==> config.mk <==
export PLATFORM = sky130hd
export DESIGN_NAME = tap_controller_flat
export DESIGN_NICKNAME = d
export VERILOG_FILES = /design/src/rtl/jtag_pkg.sv /design/src/rtl/tap_controller_if.sv /design/src/rtl/tap_clk_gate.sv /design/src/rtl/tap_controller.sv /design/src/flat_wrapper.sv
export SDC_FILE = /design/constraint.sdc
export NUM_CORES = 1
export LEC_CHECK = 0
export BUFFER_PORTS_ARGS = -buffer_cell sky130_fd_sc_hd__buf_4
export CAP_MARGIN = 25
export CORE_AREA = 2 2 40 42
export DETAILED_ROUTE_END_ITERATION = 8
export DIE_AREA = 0 0 42 44
export GPL_ROUTABILITY_DRIVEN = 0
export PLACE_DENSITY = 0.64
export SLEW_MARGIN = 20
export SYNTH_ARGS = -nofsm -noshare
export SYNTH_HDL_FRONTEND = slang
export SYNTH_SLANG_ARGS = --single-unit
export TNS_END_PERCENT = 1
==> constraint.sdc <==
create_clock -name tck -period 2.6 [get_ports tck]
set_input_delay 0.52 -clock tck [delete_from_list [all_inputs] [get_ports tck]]
set_output_delay 0.52 -clock tck [all_outputs]
set_load 0.05 [all_outputs]
==> src/rtl/jtag_pkg.sv <==
// Shared JTAG encodings: TAP state enum (IEEE 1149.1 Table 6-3) and the
// TAP next-state function used by the controller.
package jtag_pkg;

  typedef enum logic [3:0] {
    EXIT2_DR         = 4'h0,
    EXIT1_DR         = 4'h1,
    SHIFT_DR         = 4'h2,
    PAUSE_DR         = 4'h3,
    SELECT_IR        = 4'h4,
    UPDATE_DR        = 4'h5,
    CAPTURE_DR       = 4'h6,
    SELECT_DR        = 4'h7,
    EXIT2_IR         = 4'h8,
    EXIT1_IR         = 4'h9,
    SHIFT_IR         = 4'hA,
    PAUSE_IR         = 4'hB,
    RUN_IDLE         = 4'hC,
    UPDATE_IR        = 4'hD,
    CAPTURE_IR       = 4'hE,
    TEST_LOGIC_RESET = 4'hF
  } tap_state_e;

  localparam tap_state_e TAP_RESET_STATE = TEST_LOGIC_RESET;

  function automatic tap_state_e tap_next(input tap_state_e s, input logic tms);
    tap_state_e n;
    case (s)
      TEST_LOGIC_RESET: n = tms ? TEST_LOGIC_RESET : RUN_IDLE;
      RUN_IDLE:         n = tms ? SELECT_DR  : RUN_IDLE;
      SELECT_DR:        n = tms ? SELECT_IR  : CAPTURE_DR;
      SELECT_IR:        n = tms ? TEST_LOGIC_RESET : CAPTURE_IR;
      CAPTURE_DR:       n = tms ? EXIT1_DR   : SHIFT_DR;
      SHIFT_DR:         n = tms ? EXIT1_DR   : SHIFT_DR;
      EXIT1_DR:         n = tms ? UPDATE_DR  : PAUSE_DR;
      PAUSE_DR:         n = tms ? EXIT2_DR   : PAUSE_DR;
      EXIT2_DR:         n = tms ? UPDATE_DR  : SHIFT_DR;
      UPDATE_DR:        n = tms ? SELECT_DR  : RUN_IDLE;
      CAPTURE_IR:       n = tms ? EXIT1_IR   : SHIFT_IR;
      SHIFT_IR:         n = tms ? EXIT1_IR   : SHIFT_IR;
      EXIT1_IR:         n = tms ? UPDATE_IR  : PAUSE_IR;
      PAUSE_IR:         n = tms ? EXIT2_IR   : PAUSE_IR;
      EXIT2_IR:         n = tms ? UPDATE_IR  : SHIFT_IR;
      UPDATE_IR:        n = tms ? SELECT_DR  : RUN_IDLE;
      default:          n = TEST_LOGIC_RESET;
    endcase
    return n;
  endfunction

endpackage

==> src/rtl/tap_controller_if.sv <==
// Pin/chain-side bundle of the TAP controller. master = controller side.
// TAP_STATE_OUT_EN adds the tap_state debug signal.
interface tap_controller_if;
  logic       tms;
  logic       tdo_ir;
  logic       tdo_dr;
  logic       tdo;
  logic       tdo_en;
  logic       tck_ir;
  logic       tck_dr;
  logic       captureIR;
  logic       captureDR;
  logic       shiftDR;
  logic       updateIR;
  logic       updateDR;
  logic       tlr_n;
  logic       run_idle;
`ifdef TAP_STATE_OUT_EN
  logic [3:0] tap_state;

  modport master (
    input  tms, tdo_ir, tdo_dr,
    output tdo, tdo_en, tck_ir, tck_dr, captureIR, captureDR, shiftDR,
           updateIR, updateDR, tlr_n, run_idle, tap_state
  );
  modport slave (
    output tms, tdo_ir, tdo_dr,
    input  tdo, tdo_en, tck_ir, tck_dr, captureIR, captureDR, shiftDR,
           updateIR, updateDR, tlr_n, run_idle, tap_state
  );
`else
  modport master (
    input  tms, tdo_ir, tdo_dr,
    output tdo, tdo_en, tck_ir, tck_dr, captureIR, captureDR, shiftDR,
           updateIR, updateDR, tlr_n, run_idle
  );
  modport slave (
    output tms, tdo_ir, tdo_dr,
    input  tdo, tdo_en, tck_ir, tck_dr, captureIR, captureDR, shiftDR,
           updateIR, updateDR, tlr_n, run_idle
  );
`endif
endinterface

==> src/rtl/tap_clk_gate.sv <==
// Glitch-free clock gate: enable flopped on negedge tck, ANDed with tck.
module tap_clk_gate (
  input  logic tck,
  input  logic tl_reset,
  input  logic en_i,
  output logic gclk_o
);
  logic en_q;

  // Enable only moves while tck is low, so the AND output cannot glitch.
  always_ff @(negedge tck or negedge tl_reset) begin
    if (!tl_reset) begin
      en_q <= 1'b0;
    end else begin
      en_q <= en_i;
    end
  end

  assign gclk_o = tck & en_q;

endmodule

==> src/rtl/tap_controller.sv <==
// IEEE 1149.1 TAP controller: 16-state FSM, IR/DR strobes, gated clocks, TDO mux.
// Define TAP_STATE_OUT_EN to expose the raw state register as bus.tap_state.
module tap_controller
  import jtag_pkg::*;
(
  input  logic             tck,
  input  logic             tl_reset,
  tap_controller_if.master bus
);

  tap_state_e state_q;
  tap_state_e state_d;
  logic       ir_sel_s;
  logic       dr_sel_s;
  logic       tdo_q;
  logic       tdo_en_q;
  logic       update_ir_q;
  logic       update_dr_q;
  logic       tlr_n_q;

  assign state_d = tap_next(state_q, bus.tms);

  // TAP state register.
  always_ff @(posedge tck or negedge tl_reset) begin
    if (!tl_reset) begin
      state_q <= TAP_RESET_STATE;
    end else begin
      state_q <= state_d;
    end
  end

  assign bus.captureIR = (state_q == CAPTURE_IR);
  assign bus.captureDR = (state_q == CAPTURE_DR);
  assign bus.shiftDR   = (state_q == SHIFT_DR);
  assign bus.run_idle  = (state_q == RUN_IDLE);

  // Negedge outputs: strobes settle half a TCK before the chain's next posedge.
  always_ff @(negedge tck or negedge tl_reset) begin
    if (!tl_reset) begin
      update_ir_q <= 1'b0;
      update_dr_q <= 1'b0;
      tlr_n_q     <= 1'b0;
      tdo_en_q    <= 1'b0;
      tdo_q       <= 1'b0;
    end else begin
      update_ir_q <= (state_q == UPDATE_IR);
      update_dr_q <= (state_q == UPDATE_DR);
      tlr_n_q     <= (state_q != TEST_LOGIC_RESET);
      tdo_en_q    <= (state_q == SHIFT_IR) || (state_q == SHIFT_DR);
      case (state_q)
        SHIFT_IR: tdo_q <= bus.tdo_ir;
        SHIFT_DR: tdo_q <= bus.tdo_dr;
        default:  tdo_q <= tdo_q;
      endcase
    end
  end

  assign bus.updateIR = update_ir_q;
  assign bus.updateDR = update_dr_q;
  assign bus.tlr_n    = tlr_n_q;
  assign bus.tdo_en   = tdo_en_q;
  assign bus.tdo      = tdo_q;

  assign ir_sel_s = (state_q == CAPTURE_IR) || (state_q == SHIFT_IR);
  assign dr_sel_s = (state_q == CAPTURE_DR) || (state_q == SHIFT_DR);

  tap_clk_gate u_ir_gate (
    .tck      (tck),
    .tl_reset (tl_reset),
    .en_i     (ir_sel_s),
    .gclk_o   (bus.tck_ir)
  );

  tap_clk_gate u_dr_gate (
    .tck      (tck),
    .tl_reset (tl_reset),
    .en_i     (dr_sel_s),
    .gclk_o   (bus.tck_dr)
  );

`ifdef TAP_STATE_OUT_EN
  assign bus.tap_state = state_q;
`else
`endif

endmodule

==> src/flat_wrapper.sv <==
// flat-port wrapper written by rule: the top's interface ports become plain ports
module tap_controller_flat import jtag_pkg::*;
  (tck, tl_reset, bus_tms, bus_tdo_ir, bus_tdo_dr, bus_tdo, bus_tdo_en, bus_tck_ir, bus_tck_dr, bus_captureIR, bus_captureDR, bus_shiftDR, bus_updateIR, bus_updateDR, bus_tlr_n, bus_run_idle);
  tap_controller_if bus_i ();
  input  logic tck;
  input  logic tl_reset;
  input wire logic [$bits(bus_i.tms)-1:0] bus_tms;
  input wire logic [$bits(bus_i.tdo_ir)-1:0] bus_tdo_ir;
  input wire logic [$bits(bus_i.tdo_dr)-1:0] bus_tdo_dr;
  output wire logic [$bits(bus_i.tdo)-1:0] bus_tdo;
  output wire logic [$bits(bus_i.tdo_en)-1:0] bus_tdo_en;
  output wire logic [$bits(bus_i.tck_ir)-1:0] bus_tck_ir;
  output wire logic [$bits(bus_i.tck_dr)-1:0] bus_tck_dr;
  output wire logic [$bits(bus_i.captureIR)-1:0] bus_captureIR;
  output wire logic [$bits(bus_i.captureDR)-1:0] bus_captureDR;
  output wire logic [$bits(bus_i.shiftDR)-1:0] bus_shiftDR;
  output wire logic [$bits(bus_i.updateIR)-1:0] bus_updateIR;
  output wire logic [$bits(bus_i.updateDR)-1:0] bus_updateDR;
  output wire logic [$bits(bus_i.tlr_n)-1:0] bus_tlr_n;
  output wire logic [$bits(bus_i.run_idle)-1:0] bus_run_idle;
  assign bus_i.tms = bus_tms;
  assign bus_i.tdo_ir = bus_tdo_ir;
  assign bus_i.tdo_dr = bus_tdo_dr;
  assign bus_tdo = bus_i.tdo;
  assign bus_tdo_en = bus_i.tdo_en;
  assign bus_tck_ir = bus_i.tck_ir;
  assign bus_tck_dr = bus_i.tck_dr;
  assign bus_captureIR = bus_i.captureIR;
  assign bus_captureDR = bus_i.captureDR;
  assign bus_shiftDR = bus_i.shiftDR;
  assign bus_updateIR = bus_i.updateIR;
  assign bus_updateDR = bus_i.updateDR;
  assign bus_tlr_n = bus_i.tlr_n;
  assign bus_run_idle = bus_i.run_idle;
  tap_controller u_core (.tck(tck), .tl_reset(tl_reset), .bus(bus_i));
endmodule
==> flow_summary_export.csv, run 1 <==
group,metric,value,unit
outcome,outcome,"complete, but fails checks",
outcome,violations,"setup timing",
floorplan,die_w,42,um
finish,nets,75,
job,cap_violations,0,
timing,worst_slack,-0.277,ns
global_route,first_global_vias,404,
synthesis,synth_simple_gate_area_share,22.9,%
finish,antenna_cells,0,
synthesis,synth_area,529,um2
synthesis,yosysSeqAreaShare,53.0,%
drt,wire_per_inst,11.2,um
finish,nFillCells,135,
clocking,insertion_delay,0.38,ns
power,pwr-share-clk,27.2,%
min_path,min_path_type,"primary input to async pin",
power,p_per_area,1480,nW/um2
timing,drv_slew,0,
finish,drive_above_1_share,51.4,%
synthesis,synth_top_family_by_area,"simple AND/OR/NAND/NOR gates",
finish,multi_input_area,215,um2
synthesis,synth.distinct_cells,24,
drt,drc,0,
critical_path,cp-start-kind,"register",
timing,slew_headroom,83.0,%
critical_path,setup.worst_path.end_class,"output pin",
critical_path,crit_type,"register to output pin",
power,power_frac_seq,31.7,%
floorplan,start_util,37.3,%
global_route,grt_overflow,0,
timing,tns,-1.34,ns
critical_path,crit_chain,"and2_4 -> buf_8",
critical_path,cp_data_required_time,2.08,ns
power,combPwrFrac,41.1,%
power,p_sw,470,uW
finish,seqCellArea,280,um2
global_route,grt_use_total,13.1,%
synthesis,netlist_instances,48,
power,ir_drop,0.667,mV
synthesis,synthAdderAreaFrac,0,%
place,port_buffers,15,
floorplan,die_h,44,um
finish,final_core_util,52.2,%
synthesis,avgSynthCellArea,11.0,um2
synthesis,synth-seq-cells,11,
power,total_power,1.10,mW
critical_path,max_stage_delay,0.39,ns
clocking,clkTransAtPathRegs,0.07,ns
synthesis,syn_nets,53,
critical_path,worstPathArrival,2.36,ns
synthesis,synth_mux_area_share,6.15,%
global_route,grt_max_degree,12,
synthesis,yosysWarnings,0,
power,sw_frac_of_total,42.9,%
synthesis,synth_compound_area_share,10.6,%
floorplan,core,1420,um2
drt,routed_wl,967,um
clocking,cts_hold_buf,0,
place,place_hpwl,630,um
clocking,post_cts_buffers,0,
timing,skew,0.0203,ns
floorplan,io_pins,16,
global_route,grt_pass1_wl,1.62,mm
timing,tightest_slew,0.253,ns
critical_path,slowest_stage,"dfrtn_1",
drt,viasPerCell,4.74,
drt,ant_nets,0,
clocking,cts_tree,"built",
timing,rsz0062_at_grt,"yes",
power,p_int,627,uW
power,power_leakage,0.349,nW
timing,setup_viol,9,
floorplan,die_area,1850,um2
finish,area_delta_synth_final,40.0,%
drt,num_vias,408,
critical_path,path_max_fanout,1,
timing,hold_violations,0,
synthesis,yosys.area_share.xor_xnor,0,%
global_route,grt_antenna_before_repair,0,
timing,timing.hold.ws,0.174,ns
drt,drtPass1Iterations,4,
place,pre_cts_ws,0.114,ns
drt,drt_iter0_markers,6,
floorplan,rows,14,
metal layers:
layer / routed length (um) / global-route usage, % / part of all wire, % / vias up
li1: - / - / - / 203
met1: 443 / 15.1 / 46 / 191
met2: 450 / 13.8 / 47 / 10
met3: 33 / 5.83 / 3.4 / 4
met4: 39 / 21.3 / 4.0 / 0
met5: 0 / 0 / 0 / -
state kept, by name (all words and copies together), names as in the netlist:
name                   flops
u_core.bus.tdo             1
u_core.bus.tdo_en          1
u_core.bus.tlr_n           1
u_core.bus.updateDR        1
u_core.bus.updateIR        1
u_core.state_q             4
u_core.u_dr_gate.en_q      1
u_core.u_ir_gate.en_q      1
path summary, 6_finish.rpt:
check,start,endpoint,slack [ns],cells past startpoint
setup / recovery,u_core.u_dr_gate.en_q,bus_tck_dr,-0.28,2
hold / removal,tl_reset,u_core.state_q[1],0.17,1
setup reg to reg,u_core.state_q[3],u_core.bus.tdo,0.24,2
hold reg to reg,u_core.bus.tdo,u_core.bus.tdo,0.50,2
max in group asynchronous,tl_reset,u_core.u_dr_gate.en_q,1.28,1
min in group tck,bus_tms,u_core.state_q[1],0.37,2
area by class of cell:
class | count | area share (%)
inverter | 1 | 0.507
timing repair buffer | 15 | 17.7
multi-input combinational | 32 | 29.1
tap | 16 | 2.70
clock buffer | 11 | 12.2
sequential | 11 | 37.8
through the flow:
step	cell area (um2)	cells
3_5_place_dp	642	77
6_report	741	86
2_1_floorplan	529	48
5_1_grt	741	86
4_1_cts	741	86
3_3_place_gp	642	77
Yosys cell counts:
cell type / instances / area share [%]
a21boi_0: 1 / 1.4
o21ai_0: 2 / 1.9
a21oi_1: 1 / 0.94
dfstp_2: 4 / 20
dfrtn_1: 7 / 33
nand3_1: 2 / 1.9
nand4_1: 1 / 1.2
nor2b_1: 1 / 1.2
o221ai_2: 1 / 2.8
buf_2: 1 / 0.94
a22o_1: 1 / 1.7
and2_1: 2 / 2.4
nor2_1: 8 / 5.7
nor3b_2: 1 / 2.4
nand2_1: 2 / 1.4
mux2i_1: 1 / 1.9
inv_1: 1 / 0.71
nand2b_1: 2 / 2.4
buf_4: 1 / 1.4
buf_6: 2 / 4.3
nand2b_4: 1 / 2.6
a21bo_2: 1 / 1.9
mux2_2: 2 / 4.3
nor3_1: 2 / 1.9
power groups by stage:
stage / clock network (mW) / registers (mW) / logic (mW)
5_1_grt: 0.330 / 0.357 / 0.487
4_1_cts: 0.309 / 0.346 / 0.453
3_3_place_gp: 0.0604 / 0.342 / 0.435
2_1_floorplan: 0.0453 / 0.370 / 0.324
6_report: 0.298 / 0.348 / 0.451
3_5_place_dp: 0.0604 / 0.343 / 0.437
critical path, delay by kind of cell, from the launching register on:
| kind | cells | cell delay [ns] |
|---|---|---|
| DFF | 1 | 0.39 |
| and+or+nand+nor | 1 | 0.15 |
| buffers and inverters | 1 | 0.14 |
cells by family after synthesis:
logic type | after synthesis
buffers and inverters | 5
and+or+nand+nor | 22
muxes | 3
AOI/OAI and AO/OA | 7
DFF | 11
timing repair:
| item | in CTS | in global routing |
|---|---|---|
| pin swaps | 1 | 0 |
| setup endpoints to repair | 9 | 9 |
| resized for setup | 11 | 0 |
placed cells by master, fill, tap and decap left out, types with 2 or more instances in the layout:
cell      count
dfrtn_1       7
and2_4        2
nor2_1        8
buf_6         5
nand2b_1      2
nand2_1       2
dfstp_2       4
nand3_1       2
buf_8         2
clkbuf_1      2
mux2_2        2
buf_4        10
clkbuf_4      7
o21ai_0       2
nor3_1        2
No activity file was read; power rests on OpenSTA's default activity.
==> run 2, diff against run 1 <==
Settings changed: ABC_AREA set to 1.
==> run 2 against run 1 <==
  * Cell count up 22%
  * Worst setup slack better by 0.029 ns
  * Register-to-register slack worse by 0.05 ns
  * Critical path depth is 1 higher
  * Hold slack worse by 0.014 ns
  * The run still ends with setup timing left
  * Critical endpoint unchanged
  * Combinational power hardly changed
==> flow_summary_export.csv, run 2 <==
group,metric,value,unit
floorplan,rows,14,
synthesis,synthArstFlopShare,100,%
floorplan,die_h,44,um
synthesis,syn_nets,71,
synthesis,avgSynthCellArea,8.08,um2
global_route,grt_overflow,0,
global_route,first_global_vias,493,
timing,skew,0.0186,ns
synthesis,synth_area,533,um2
drt,drc,0,
synthesis,netlist_instances,66,
synthesis,yosysSeqAreaShare,52.6,%
synthesis,synth_common_cells,"nand2_1, inv_1, nor2_1",
power,power_leakage,0.404,nW
finish,area_delta_synth_final,39.7,%
synthesis,synth_area_leaders,"dfrtn_1, dfstp_2, nand2_1, inv_1, nor2_1",
timing,rsz0062_at_grt,"yes",
global_route,grt_max_degree,12,
timing,setup_viol,9,
finish,nets,94,
synthesis,synth-seq-cells,11,
floorplan,die_area,1850,um2
timing,slew_headroom,84.6,%
floorplan,die_w,42,um
critical_path,cp-start-kind,"register",
clocking,cts_tree,"built",
job,cap_violations,0,
clocking,insertion_delay,0.39,ns
critical_path,worstPathArrival,2.33,ns
global_route,grt_pass1_wl,1.90,mm
timing,timing.hold.ws,0.160,ns
finish,drive_above_1_share,38.2,%
critical_path,r2r_slack,0.19,ns
floorplan,core,1420,um2
finish,antenna_cells,0,
synthesis,ys.flop_type,"dfrtn_1",
finish,layout_commonest_cell,"nand2_1",
floorplan,start_util,37.6,%
place,port_buffers,15,
drt,drt_iter0_markers,8,
drt,routed_wl,1.11,mm
min_path,min_path_type,"primary input to async pin",
finish,regMostFlops,"u_core.state_q",
drt,drtPass1Iterations,4,
drt,ant_nets,0,
critical_path,max_stage_delay,0.38,ns
critical_path,crit_type,"register to output pin",
finish,largest_reg_flops,4,
finish,final_core_util,52.5,%
clocking,post_cts_buffers,0,
global_route,grt_antenna_before_repair,0,
power,ir_drop,0.729,mV
synthesis,yosysWarnings,0,
critical_path,crit_path_start,"u_core.u_dr_gate.en_q",
critical_path,setup.worst_path.end_class,"output pin",
synthesis,synth.most_common_cell,"nand2_1",
power,p_per_area,1420,nW/um2
synthesis,synth.distinct_cells,18,
clocking,clkTransAtPathRegs,0.07,ns
critical_path,crit-reg2reg-launch,"u_core.state_q[1]",
drt,viasPerCell,4.72,
timing,worst_slack,-0.248,ns
finish,nFillCells,136,
global_route,grt_use_total,15.8,%
floorplan,io_pins,16,
synthesis,yosysTopAreaCell,"dfrtn_1",
timing,tightest_slew,0.229,ns
outcome,violations,"setup timing",
drt,num_vias,496,
place,place_hpwl,788,um
critical_path,cp_data_required_time,2.08,ns
critical_path,crit_chain,"nand2_1 -> inv_1 -> buf_6",
outcome,outcome,"complete, but fails checks",
timing,drv_slew,0,
finish,mostFrequentLayoutCells,"nand2_1, inv_1, nor2_1, buf_4",
critical_path,path_max_fanout,1,
timing,hold_violations,0,
synthesis,synth_edf_count,0,
synthesis,yosys.area.top_type_share,32.9,%
drt,wire_per_inst,10.6,um
critical_path,slowest_stage,"dfrtn_1",
[run 2: cell count changes after synthesis, moves of 2 or more]
cell and change:
mux2_2 -2, inv_2 +2, nand2b_1 -2, nand2_2 +2
buf_6 -2, and2_1 -2, inv_1 +9, nand2_1 +14
nor2_2 +2
[run 2: routing by layer]
metal | share of wire (%) | GRT usage, % | up-vias
met3 | 7.3 | 8.75 | 6
met5 | 0 | 0 | -
met2 | 46 | 19.7 | 18
li1 | - | - | 248
met1 | 43 | 15.4 | 224
met4 | 3.6 | 23.2 | 0
[run 2: what timing repair did]
item,CTS,global route
setup endpoints to repair,9,9
pin swaps,1,0
resized for setup,7,0
hold buffers,0,0
gates cloned,0,0
[run 2: worst paths after layout]
path                                    endpoint  depth (start not counted)
setup / recovery                      bus_tck_dr                          3
hold / removal                 u_core.state_q[3]                          1
setup reg to reg                  u_core.bus.tdo                          3
hold reg to reg                   u_core.bus.tdo                          2
max in group asynchronous  u_core.u_dr_gate.en_q                          1
min in group tck               u_core.state_q[0]                          2
[run 2: report_power, final]
| part | switching, mW | internal (mW) |
|---|---|---|
| sequential | 0.0718 | 0.260 |
| clock | 0.123 | 0.153 |
| combinational | 0.304 | 0.145 |
| total | 0.499 | 0.559 |
[run 2: area by class of cell]
class                           instances  area [um2]  share of cell area [%]
Sequential cell                        11         280                    37.6
Inverter                               10        37.5                    5.04
Clock inverter                          2        7.51                    1.01
Multi-Input combinational cell         42         200                    26.9
Timing Repair Buffer                   13         116                    15.6
Clock buffer                           11        82.6                    11.1
Tap cell                               16        20.0                    2.69
[run 2: per-stage QoR]
stage | setup WS, ns | cell area, um2 | std cells | power [mW] | TNS, ns
3_5_place_dp | 0.0949 | 658 | 96 | 0.819 | 0
3_3_place_gp | 0.108 | 658 | 96 | 0.815 | 0
4_1_cts | -0.261 | 744 | 105 | 1.07 | -1.44
2_1_floorplan | 0.0667 | 533 | 66 | 0.694 | 0
5_1_grt | -0.312 | 744 | 105 | 1.14 | -1.68
6_report | -0.248 | 744 | 105 | 1.06 | -1.37
[run 2: kinds of logic (layout without fill, tap and decap cells)]
kind of cell | count (synthesis) | in the layout | synth area share (%)
AOI/OAI and AO/OA | 6 | 6 | 6.57
buffers and inverters | 13 | 36 | 9.86
DFF | 11 | 11 | 52.6
and+or+nand+nor | 36 | 36 | 31.0
[run 2: worst max-delay path, delay by kind of cell (launching register included)]
kind                   cells  cell delay [ns]
flip-flops                 1             0.38
buffers and inverters      2             0.21
AND/OR/NAND/NOR            1             0.05
==> run 3, diff against run 2 <==
Settings changed: CORE_AREA 2 2 40 42 to 2 2 41 43, DIE_AREA 0 0 42 44 to 0 0 43 45, SYNTH_HIERARCHICAL set to 1.
==> run 3 against run 2 <==
  * The run still ends with setup timing left
  * Critical path depth stayed put
  * Sequential power increased by 2%
  * Clock power is 8.7% lower
  * Worst setup slack worse by 0.0098 ns
  * Synthesized cell count grew 7.6%
  * Sequential share of layout area shrank 1.7 points
  * First-iteration DRC count grew to 2.8 times the previous value
  * Critical endpoint unchanged
==> flow_summary_export.csv, run 3 <==
group,metric,value,unit
outcome,outcome,"complete, but fails checks",
outcome,violations,"setup timing",
power,p_per_area,1370,nW/um2
min_path,min_path_type,"primary input to async pin",
power,sw_frac_of_total,47.3,%
clocking,cts_tree,"built",
timing,setup_viol,9,
synthesis,netlist_instances,71,
global_route,grt_use_met3,10.0,%
global_route,grt_use_met2,20.9,%
floorplan,die_area,1940,um2
power,pwr-share-clk,23.6,%
place,place_hpwl,826,um
critical_path,rr_endpoint,"u_core/bus.tdo",
floorplan,die_w,43,um
synthesis,synth_edf_count,0,
clocking,cts_hold_buf,0,
global_route,busiest_layer,"met2",
critical_path,setup.worst_path.end_class,"output pin",
finish,regMostFlops,"u_core/state_q",
place,dpl_cell_area,698,um2
synthesis,synthArstFlopShare,100,%
global_route,grt_overflow,0,
drt,drc,0,
synthesis,ys.flop_type,"dfrtn_1",
synthesis,synth_compound_area_share,4.59,%
global_route,grt_antenna_before_repair,0,
finish,nets,99,
drt,routed_wl,1.19,mm
synthesis,yosysTopAreaCell,"dfrtn_1",
timing,skew,0.0205,ns
synthesis,synth-seq-cells,11,
place,port_buffers,15,
floorplan,start_util,38.9,%
finish,stdcell_area,781,um2
timing,rsz0062_at_grt,"yes",
floorplan,io_pins,16,
synthesis,synth_mux_area_share,0,%
finish,nFillCells,145,
drt,drt_iter0_markers,22,
synthesis,synthAdderAreaFrac,0,%
timing,worst_slack,-0.258,ns
power,combPwrFrac,44.7,%
power,total_power,1.07,mW
finish,area_delta_synth_final,36.2,%
finish,largest_reg_flops,4,
global_route,grt_max_degree,12,
power,p_int,563,uW
global_route,grt_use_total,15.4,%
finish,fin_cells,109,
timing,timing.hold.ws,0.164,ns
synthesis,yosys.area.top_type_share,30.6,%
finish,seqCellArea,280,um2
global_route,first_global_vias,480,
critical_path,r2r_slack,0.20,ns
finish,layout_commonest_cell,"nand2_1",
global_route,grtUsageMet1,16.8,%
synthesis,syn_nets,76,
finish,antenna_cells,0,
finish,drive_above_1_share,40.9,%
synthesis,synth_common_cells,"nand2_1, inv_1, dfrtn_1, nor2_1",
power,power_leakage,0.436,nW
critical_path,cp-start-kind,"register",
synthesis,synth.distinct_cells,21,
job,cap_violations,0,
drt,drtPass1Iterations,4,
critical_path,cp-endpoint,"bus_tck_dr",
drt,wire_per_inst,10.9,um
critical_path,path_max_fanout,1,
finish,multi_input_area,231,um2
place,dpl.cell_count,101,
timing,tightest_slew,0.179,ns
power,power_frac_seq,31.7,%
drt,ant_nets,0,
critical_path,r2r_cells,5,
drt,num_vias,520,
floorplan,rows,14,
critical_path,crit-reg2reg-launch,"u_core/state_q[0]",
critical_path,cp_data_required_time,2.08,ns
synthesis,synth_simple_gate_area_share,35.8,%
synthesis,yosysWarnings,6,
power,ir_drop,0.559,mV
timing,drv_slew,0,
timing,hold_violations,0,
critical_path,crit_type,"register to output pin",
critical_path,crit_path_start,"u_core/u_dr_gate/en_q",
synthesis,synth_area_leaders,"dfrtn_1, dfstp_2, nand2_1, inv_1, nor2_1",
synthesis,synth_top_family_by_area,"simple AND/OR/NAND/NOR gates",
floorplan,die_h,45,um
clocking,insertion_delay,0.39,ns
timing,slew_headroom,88.0,%
finish,mostFrequentLayoutCells,"nand2_1, inv_1, buf_4",
synthesis,yosysSeqAreaShare,48.9,%
synthesis,avgSynthCellArea,8.07,um2
global_route,grt_pass1_wl,1.99,mm
critical_path,worstPathArrival,2.34,ns
drt,viasPerCell,4.77,
synthesis,yosys.area_share.xor_xnor,0,%
floorplan,core,1470,um2
power,p_sw,505,uW
clocking,clkTransAtPathRegs,0.07,ns
synthesis,synth.most_common_cell,"nand2_1",
synthesis,synth_area,573,um2
## run 3: worst max-delay path: stages, from the launching register on
cell     delay, ns
dfrtn_1       0.39
nand2_1       0.05
inv_1         0.06
buf_6         0.15
## run 3: what timing repair did
| action | 4_1_cts | 5_1_grt |
|---|---|---|
| cloned | 0 | 0 |
| endpoints found under the hold margin | 0 | 0 |
| pin swaps | 0 | 1 |
| setup buffers | 0 | 0 |
| setup endpoints to repair | 9 | 9 |
| resized for setup | 7 | 0 |
## run 3: power by group through the flow
stage	Sequential [mW]	Combinational, mW	Clock, mW
floorplan	0.388	0.299	0.0308
global placement	0.332	0.457	0.0410
detailed placement	0.333	0.461	0.0410
CTS	0.335	0.476	0.258
global route	0.348	0.518	0.278
finish	0.339	0.477	0.252
## run 3: routing by layer
layer / vias up / share of wire (%) / wire (um)
met5: - / 0 / 0
met4: 0 / 1.2 / 14
met1: 231 / 47 / 555
met2: 24 / 44 / 523
met3: 2 / 8.2 / 97
li1: 263 / - / -
## run 3: stage by stage
stage / setup slack (ns) / utilization (%) / setup TNS [ns]
after floorplan: 0.0272 / - / 0
after global placement: 0.158 / 47.4 / 0
after detailed placement: 0.153 / 47.4 / 0
after CTS: -0.256 / 53.1 / -1.41
final: -0.258 / 53.1 / -1.37
after global routing: -0.307 / 53.1 / -1.65
## run 3: final cells by class
class,count,area share (%)
sequential,11,35.9
tap,16,2.56
timing repair buffer,13,14.9
clock buffer,10,10.1
clock inverter,2,0.962
inverter,12,5.93
multi-input combinational,45,29.6
## run 3: how the worst min path moves through the flow
stage / endpoint / start
after detailed placement: u_core/bus.tdo / u_core/bus.tdo
after floorplan: u_core/state_q[0] / tl_reset
after CTS: u_core/state_q[2] / tl_reset
after global placement: u_core/bus.tdo / u_core/bus.tdo
final: u_core/state_q[0] / tl_reset
after global routing: u_core/state_q[0] / tl_reset
## run 3: kinds of logic (layout without fill, tap and decap cells)
group           after synthesis  after routing
simple gates                 40             40
buf+inv                      15             37
flops                        11             11
compound gates                5              5
